<file path="config.mk">
export PLATFORM = sky130hd
export DESIGN_NAME = rr_mux4x1
export DESIGN_NICKNAME = d
export VERILOG_FILES = /design/src/rtl/rr_pkg.sv /design/src/rtl/rr_pick4.sv /design/src/rtl/rr_mux4x1.sv
export SDC_FILE = /design/constraint.sdc
export NUM_CORES = 1
export LEC_CHECK = 0
export CORE_UTILIZATION = 36
export CTS_CLUSTER_DIAMETER = 150
export CTS_CLUSTER_SIZE = 28
export DETAILED_ROUTE_END_ITERATION = 12
export GPL_ROUTABILITY_DRIVEN = 1
export PLACE_DENSITY_LB_ADDON = 0.1
export SYNTH_ARGS = -nofsm -noshare
export SYNTH_HDL_FRONTEND = slang
export SYNTH_SLANG_ARGS = --single-unit
</file>
<file path="constraint.sdc">
create_clock -name clk -period 4 [get_ports clk]
set_clock_uncertainty 0.15 [all_clocks]
set_input_delay 1.2 -clock clk [delete_from_list [all_inputs] [get_ports clk]]
set_output_delay 1.2 -clock clk [all_outputs]
set_load 0.01 [all_outputs]
</file>
<file path="src/rtl/rr_pkg.sv">
// Shared types and constants for the round-robin 4:1 merge stage.
package rr_pkg;

  // Default word width of every FIFO and of the merged output.
  localparam int DATA_W_DFLT = 10;

  // Number of merged input FIFOs.
  localparam int NUM_PORTS = 4;

  // Index of one of the four input FIFOs.
  typedef logic [1:0] port_idx_t;

  // Per-cycle arbiter state, derived from the current inputs.
  typedef enum logic [1:0] {
    IDLE  = 2'd0,
    SERVE = 2'd1,
    HOLD  = 2'd2
  } state_t;

  // Last-served index after reset; 3 makes FIFO_0 the first candidate.
  localparam port_idx_t RESET_LAST = 2'd3;

  // One-hot pop vector for a selected index.
  function automatic logic [NUM_PORTS-1:0] onehot4(input port_idx_t idx);
    onehot4 = 4'b0001 << idx;
  endfunction

endpackage

</file>
<file path="src/rtl/rr_pick4.sv">
// Combinational round-robin picker: finds the first requesting index
// in the order last+1, last+2, last+3, last (all mod 4).
module rr_pick4
  import rr_pkg::*;
(
  input  logic [3:0] req,
  input  port_idx_t  last,
  output logic       found,
  output port_idx_t  sel
);

  port_idx_t  cand [4];
  logic [3:0] hit;

  // Candidate k is the index visited at search step k; 2-bit wrap gives mod 4.
  generate
    for (genvar gi = 0; gi < 4; gi++) begin : cand_g
      assign cand[gi] = last + port_idx_t'(gi + 1);
      assign hit[gi]  = req[cand[gi]];
    end
  endgenerate

  // Earliest hit in search order wins; the last candidate is `last` itself,
  // so a lone requester can be granted back to back.
  always_comb begin
    found = |hit;
    sel   = cand[0];
    for (int i = 3; i >= 0; i--) begin
      if (hit[i]) sel = cand[i];
    end
  end

endmodule

</file>
<file path="src/rtl/rr_mux4x1.sv">
// Round-robin 4:1 merge stage draining four show-ahead FIFOs into one
// registered stream with valid flag and almost-full back-pressure.
// Optional per-FIFO grant counters are built when RR_GRANT_CNT_EN is defined.
module rr_mux4x1
  import rr_pkg::*;
#(
  parameter int DATA_W = DATA_W_DFLT
`ifdef RR_GRANT_CNT_EN
  ,
  parameter int CNT_W  = 8
`endif
) (
  input  logic              clk,
  input  logic              reset,
  input  logic [3:0]        fifo_empty,
  input  logic [DATA_W-1:0] fifo_data_0,
  input  logic [DATA_W-1:0] fifo_data_1,
  input  logic [DATA_W-1:0] fifo_data_2,
  input  logic [DATA_W-1:0] fifo_data_3,
  output logic [3:0]        fifo_pop,
  input  logic              down_almost_full,
  output logic [DATA_W-1:0] data_out,
  output logic              valid_out,
  output logic [1:0]        grant
`ifdef RR_GRANT_CNT_EN
  ,
  output logic [CNT_W-1:0]  grant_cnt_0,
  output logic [CNT_W-1:0]  grant_cnt_1,
  output logic [CNT_W-1:0]  grant_cnt_2,
  output logic [CNT_W-1:0]  grant_cnt_3
`endif
);

  logic [3:0]        req;
  logic              found;
  port_idx_t         sel;
  logic              pop_any;
  state_t            state_q, state_d;
  logic [DATA_W-1:0] data_q, data_d, data_sel;
  port_idx_t         grant_q, grant_d;
  port_idx_t         last_q, last_d;

  assign req = ~fifo_empty;

  rr_pick4 u_pick (
    .req   (req),
    .last  (last_q),
    .found (found),
    .sel   (sel)
  );

  // Current-cycle state: serve when something is ready and downstream has room.
  always_comb begin
    state_d = IDLE;
    if (found) state_d = down_almost_full ? HOLD : SERVE;
  end

  // Pop only in SERVE and never while reset is held; sel always names a non-empty FIFO here.
  always_comb begin
    pop_any  = (state_d == SERVE) && !reset;
    fifo_pop = 4'b0000;
    if (pop_any) fifo_pop = onehot4(sel);
  end

  // Head-word mux for the selected FIFO.
  always_comb begin
    case (sel)
      2'd0:    data_sel = fifo_data_0;
      2'd1:    data_sel = fifo_data_1;
      2'd2:    data_sel = fifo_data_2;
      default: data_sel = fifo_data_3;
    endcase
  end

  // Capture the popped word and its index; otherwise hold.
  always_comb begin
    data_d  = data_q;
    grant_d = grant_q;
    last_d  = last_q;
    if (pop_any) begin
      data_d  = data_sel;
      grant_d = sel;
      last_d  = sel;
    end
  end

  // Output, pointer and state registers; reset clears them without waiting for clk.
  always_ff @(posedge clk or posedge reset) begin
    if (reset) begin
      state_q <= IDLE;
      data_q  <= '0;
      grant_q <= '0;
      last_q  <= RESET_LAST;
    end else begin
      state_q <= state_d;
      data_q  <= data_d;
      grant_q <= grant_d;
      last_q  <= last_d;
    end
  end

  // A registered SERVE state means the previous edge consumed a word.
  assign valid_out = (state_q == SERVE);
  assign data_out  = data_q;
  assign grant     = grant_q;

`ifdef RR_GRANT_CNT_EN
  generate
    for (genvar gi = 0; gi < 4; gi++) begin : cnt_g
      logic [CNT_W-1:0] cnt_q, cnt_d;

      // Count pops of this FIFO, wrapping naturally at 2^CNT_W.
      always_comb begin
        cnt_d = cnt_q + CNT_W'(fifo_pop[gi]);
      end

      // Counter register, cleared by reset.
      always_ff @(posedge clk or posedge reset) begin
        if (reset) cnt_q <= '0;
        else       cnt_q <= cnt_d;
      end
    end
  endgenerate

  assign grant_cnt_0 = cnt_g[0].cnt_q;
  assign grant_cnt_1 = cnt_g[1].cnt_q;
  assign grant_cnt_2 = cnt_g[2].cnt_q;
  assign grant_cnt_3 = cnt_g[3].cnt_q;
`endif

endmodule

</file>
==> reports/summary.log <==
INFO  timing         final-max-slew-violation-count=0
INFO  logic_synthesis synthMuxAreaShare=20.5%
INFO  routing        drc=0
INFO  clocking       post_cts_hold_buffer_count=0
INFO  clocking       clock_tree.root_cell=sky130_fd_sc_hd__clkbuf_4
INFO  floorplanning  floorplan.io_pins=64
INFO  floorplanning  floorplan.die_area=0.00293mm2
INFO  floorplanning  floorplan.initialDensity=38.7%
INFO  logic_synthesis fraction_of_the_mapped_netlist_area_in_compound_gates=18.8%
INFO  final_layout   fraction_of_final_layout_cells_with_drive_strength_greater_than_1=16.6%
INFO  grt            grt_antenna_before_repair=0
INFO  critical_path  cp_cell_sequence=dlygate4sd2_1 > a21boi_0 > o31a_1 > a211o_1 > buf_6 > nor2_1 > buf_2
INFO  power_and_ir_drop combinationalPowerShare=52.6%
INFO  power_and_ir_drop ir_drop=0.000264V
INFO  logic_synthesis synth_top_family_by_area=multiplexers
INFO  final_layout   nets=217
INFO  status         outcome=complete, no violations
INFO  critical_path  path_max_fanout=7
INFO  power_and_ir_drop seq_power_share=32.9%
INFO  logic_synthesis syn-instance-count=97
INFO  logic_synthesis synth_fp_nets=144
INFO  logic_synthesis synthesis.area=977um2
INFO  power_and_ir_drop leakage_power=0.795nW
INFO  routing        detail_route.wl_per_cell=14.1um
INFO  clocking       clock_insertion_delay_worst_skew=0.29ns
INFO  power_and_ir_drop p_sw_share=33.3%
INFO  critical_path  worst-endpoint-required=2.65ns
INFO  logic_synthesis synth-async-reset-ratio=100%
INFO  logic_synthesis post_synth_fa_ha_maj_area_fraction=0%
INFO  clocking       clock_tree_from_tritoncts=built
INFO  routing        ant_nets=0
INFO  critical_path  crit_path_top_delay_cell=sky130_fd_sc_hd__a211o_1
INFO  timing         relative_slew_margins=69.0%
INFO  final_layout   number_of_diodes_added_for_antenna_fixing=0
INFO  clocking       cts.clk_slew.worst_paths=0.10ns
INFO  grt            gr-total-overflow=0
INFO  grt            first_global_vias=1029
INFO  final_layout   post-route-util=68.5%
INFO  timing         hold_viol_final=0
INFO  routing        via_count=1031
INFO  logic_synthesis synth.ff_latch_count=16
INFO  logic_synthesis synth_largest_type_area_fraction=35.9%
INFO  timing         period_minus_ws_final=3.90ns
INFO  floorplanning  fp.dieH=54.1um
INFO  placed_design  hpwl_after_detailed_placement=2.18mm
INFO  logic_synthesis synth_largest_area_cell=sky130_fd_sc_hd__dfrtp_1
INFO  power_and_ir_drop total_switching_power=253uW
INFO  critical_path  crit_path_max_incr_delay=0.31ns
INFO  critical_path  critPathArrivalTime=2.55ns
INFO  timing         timing.setup.tns=0ns
INFO  logic_synthesis post_synth_simple_gate_area=11.7%
INFO  timing         setup_viol=0
INFO  critical_path  timing.critical_path.max_delay_family=compound AO/OA/AOI/OAI gates
INFO  floorplanning  core-area=0.00252mm2
INFO  placed_design  place.gp.congestion=0.732
INFO  power_and_ir_drop cell_int_power=507uW
INFO  clocking       clock_tree.buffer_depth=2
INFO  floorplanning  rows=18
INFO  flow_run       max_cap_viol_count=0
INFO  logic_synthesis synth.top_cells.by_area=sky130_fd_sc_hd__dfrtp_1, sky130_fd_sc_hd__mux2i_1, sky130_fd_sc_hd__o221ai_1
INFO  logic_synthesis yosys_most_used_dff=sky130_fd_sc_hd__dfrtp_1
INFO  clocking       clock-sinks=16
INFO  placed_design  port_buffers=63
INFO  logic_synthesis share_of_the_yosys_chip_area_belonging_to_registers=41.2%
INFO  logic_synthesis syn_area_per_cell=10.1um2
INFO  routing        via_per_inst=5.18
INFO  critical_path  worst-path-buf-inv=3
INFO  logic_synthesis ys.warnings.count=0
INFO  critical_path  start_kind=input port
INFO  logic_synthesis yosys.area_share.xor_xnor=0.896%
INFO  power_and_ir_drop power.clock.fraction=14.5%
INFO  critical_path  reg2reg_slack=1.79ns
INFO  routing        route.final.wire_length=2.80mm
INFO  power_and_ir_drop ratio_of_total_power_to_cell_area=441mW/mm2
INFO  timing         tightest_slew=0.464ns
INFO  final_layout   syn2layout_area_growth=76.7%
INFO  floorplanning  die-width=54.1um
INFO  grt            grt_first_pass_wirelength=4.35mm
INFO  routing        drtIter0Drc=24
INFO  grt            grt_util_all_layers=21.0%
INFO  routing        firstDrtPassIters=4
INFO  critical_path  worstSetupPathType=in -> out
INFO  min_path       hp-class=reg -> reg
INFO  logic_synthesis synth_cell_types=27
INFO  timing         timing.fmax=256MHz
INFO  logic_synthesis post_synth_edffs=0
INFO  grt            grt_start_max_net_pins=18
INFO  timing         unrepaired_setup_endpoints_after_global_routing=no
INFO  clocking       cts_buffers=3
INFO  timing         finalCritPeriodShare=97.6%
INFO  clocking       htreeDepth=1
INFO  critical_path  setup.worst_path.end_class=primary output
routing by layer:
layer | share of wire [%] | track usage [%] | vias to the layer above
li1 | - | - | 500
met1 | 39 | 23.7 | 481
met2 | 52 | 38.3 | 48
met3 | 8.3 | 4.52 | 2
met4 | 0.54 | 7.69 | 0
met5 | 0 | 0 | -
synth_stat cells, types with 2 or more instances:
cell,n
sky130_fd_sc_hd__inv_1,3
sky130_fd_sc_hd__buf_2,2
sky130_fd_sc_hd__nand2_1,16
sky130_fd_sc_hd__clkbuf_1,2
sky130_fd_sc_hd__nor2_1,3
sky130_fd_sc_hd__dfstp_2,2
sky130_fd_sc_hd__buf_6,3
sky130_fd_sc_hd__dfrtp_1,14
sky130_fd_sc_hd__a41oi_1,2
sky130_fd_sc_hd__mux2i_1,20
sky130_fd_sc_hd__o21ai_0,2
sky130_fd_sc_hd__o21a_1,2
sky130_fd_sc_hd__nor2b_1,3
sky130_fd_sc_hd__o221ai_1,10
placed cells by master, fill, tap and decap left out, types with 2 or more instances in the layout:
cell type and n:
sky130_fd_sc_hd__nand2_1 16, sky130_fd_sc_hd__dlygate4sd2_1 3, sky130_fd_sc_hd__buf_4 12, sky130_fd_sc_hd__clkbuf_4 3
sky130_fd_sc_hd__nor2_1 2, sky130_fd_sc_hd__buf_2 3, sky130_fd_sc_hd__dfrtp_1 14, sky130_fd_sc_hd__dfstp_2 2
sky130_fd_sc_hd__inv_1 3, sky130_fd_sc_hd__o21ai_0 2, sky130_fd_sc_hd__mux2i_1 20, sky130_fd_sc_hd__clkdlybuf4s50_1 55
sky130_fd_sc_hd__o21a_1 2, sky130_fd_sc_hd__nor2b_1 2, sky130_fd_sc_hd__o221ai_1 10
layout make-up:
type	count	area, um2
Fill cell	222	796
Timing Repair Buffer	76	711
Multi-Input combinational cell	70	528
Sequential cell	16	403
Tap cell	30	37.5
Clock buffer	4	36.3
Inverter	3	11.3
through the flow:
stage | hold slack, ns | worst slack [ns] | power, mW | instances | area (um2)
global placement | 0.318 | -0.527 | 0.636 | 194 | 1680
CTS | 0.357 | 0.00196 | 0.769 | 199 | 1730
finish | 0.357 | 0.0976 | 0.761 | 199 | 1730
detailed placement | 0.331 | -0.558 | 0.647 | 194 | 1680
floorplan | 0.333 | 0.251 | 0.471 | 97 | 977
global route | 0.384 | 0.0119 | 0.812 | 199 | 1730
tightest hold or removal path: cells and delay by family (launching register included):
family | cells | cell delay [ns]
AOI/OAI and AO/OA | 1 | 0.06
DFF | 1 | 0.36
and+or+nand+nor | 1 | 0.05
timing repair:
action | CTS | global route
gates resized for setup | 23 | 2
endpoints found under the setup margin | 4 | 4
buffers inserted | 1 | 0
pin swaps | 1 | 1
flip-flops by register name, indices dropped and copies added, names as in the netlist:
register,count
last_q,2
grant,2
state_q,2
data_out,10
path summary, 6_finish.rpt:
kind,from,end,depth (start not counted)
max,fifo_empty[1],fifo_pop[3],7
min,data_out[5]$_DFFE_PP0P_,data_out[5]$_DFFE_PP0P_,2
max reg2reg,last_q[0]$_DFFE_PP1P_,data_out[7]$_DFFE_PP0P_,7
min reg2reg,data_out[5]$_DFFE_PP0P_,data_out[5]$_DFFE_PP0P_,2
max in group asynchronous,reset,last_q[1]$_DFFE_PP1P_,3
min in group asynchronous,reset,data_out[4]$_DFFE_PP0P_,3
power by group through the flow:
stage,registers [mW],clock network [mW],logic (mW)
final,0.250,0.110,0.400
after global routing,0.258,0.119,0.435
after CTS,0.250,0.114,0.406
after detailed placement,0.252,0,0.395
after global placement,0.249,0,0.387
after floorplan,0.265,0,0.205
kinds of logic after synthesis:
group	after synthesis
AO/OA/AOI/OAI	23
XOR/XNOR	1
buffers and inverters	11
flip-flops	16
multiplexers	20
AND/OR/NAND/NOR	26
No activity file was read; power rests on OpenSTA's default activity.
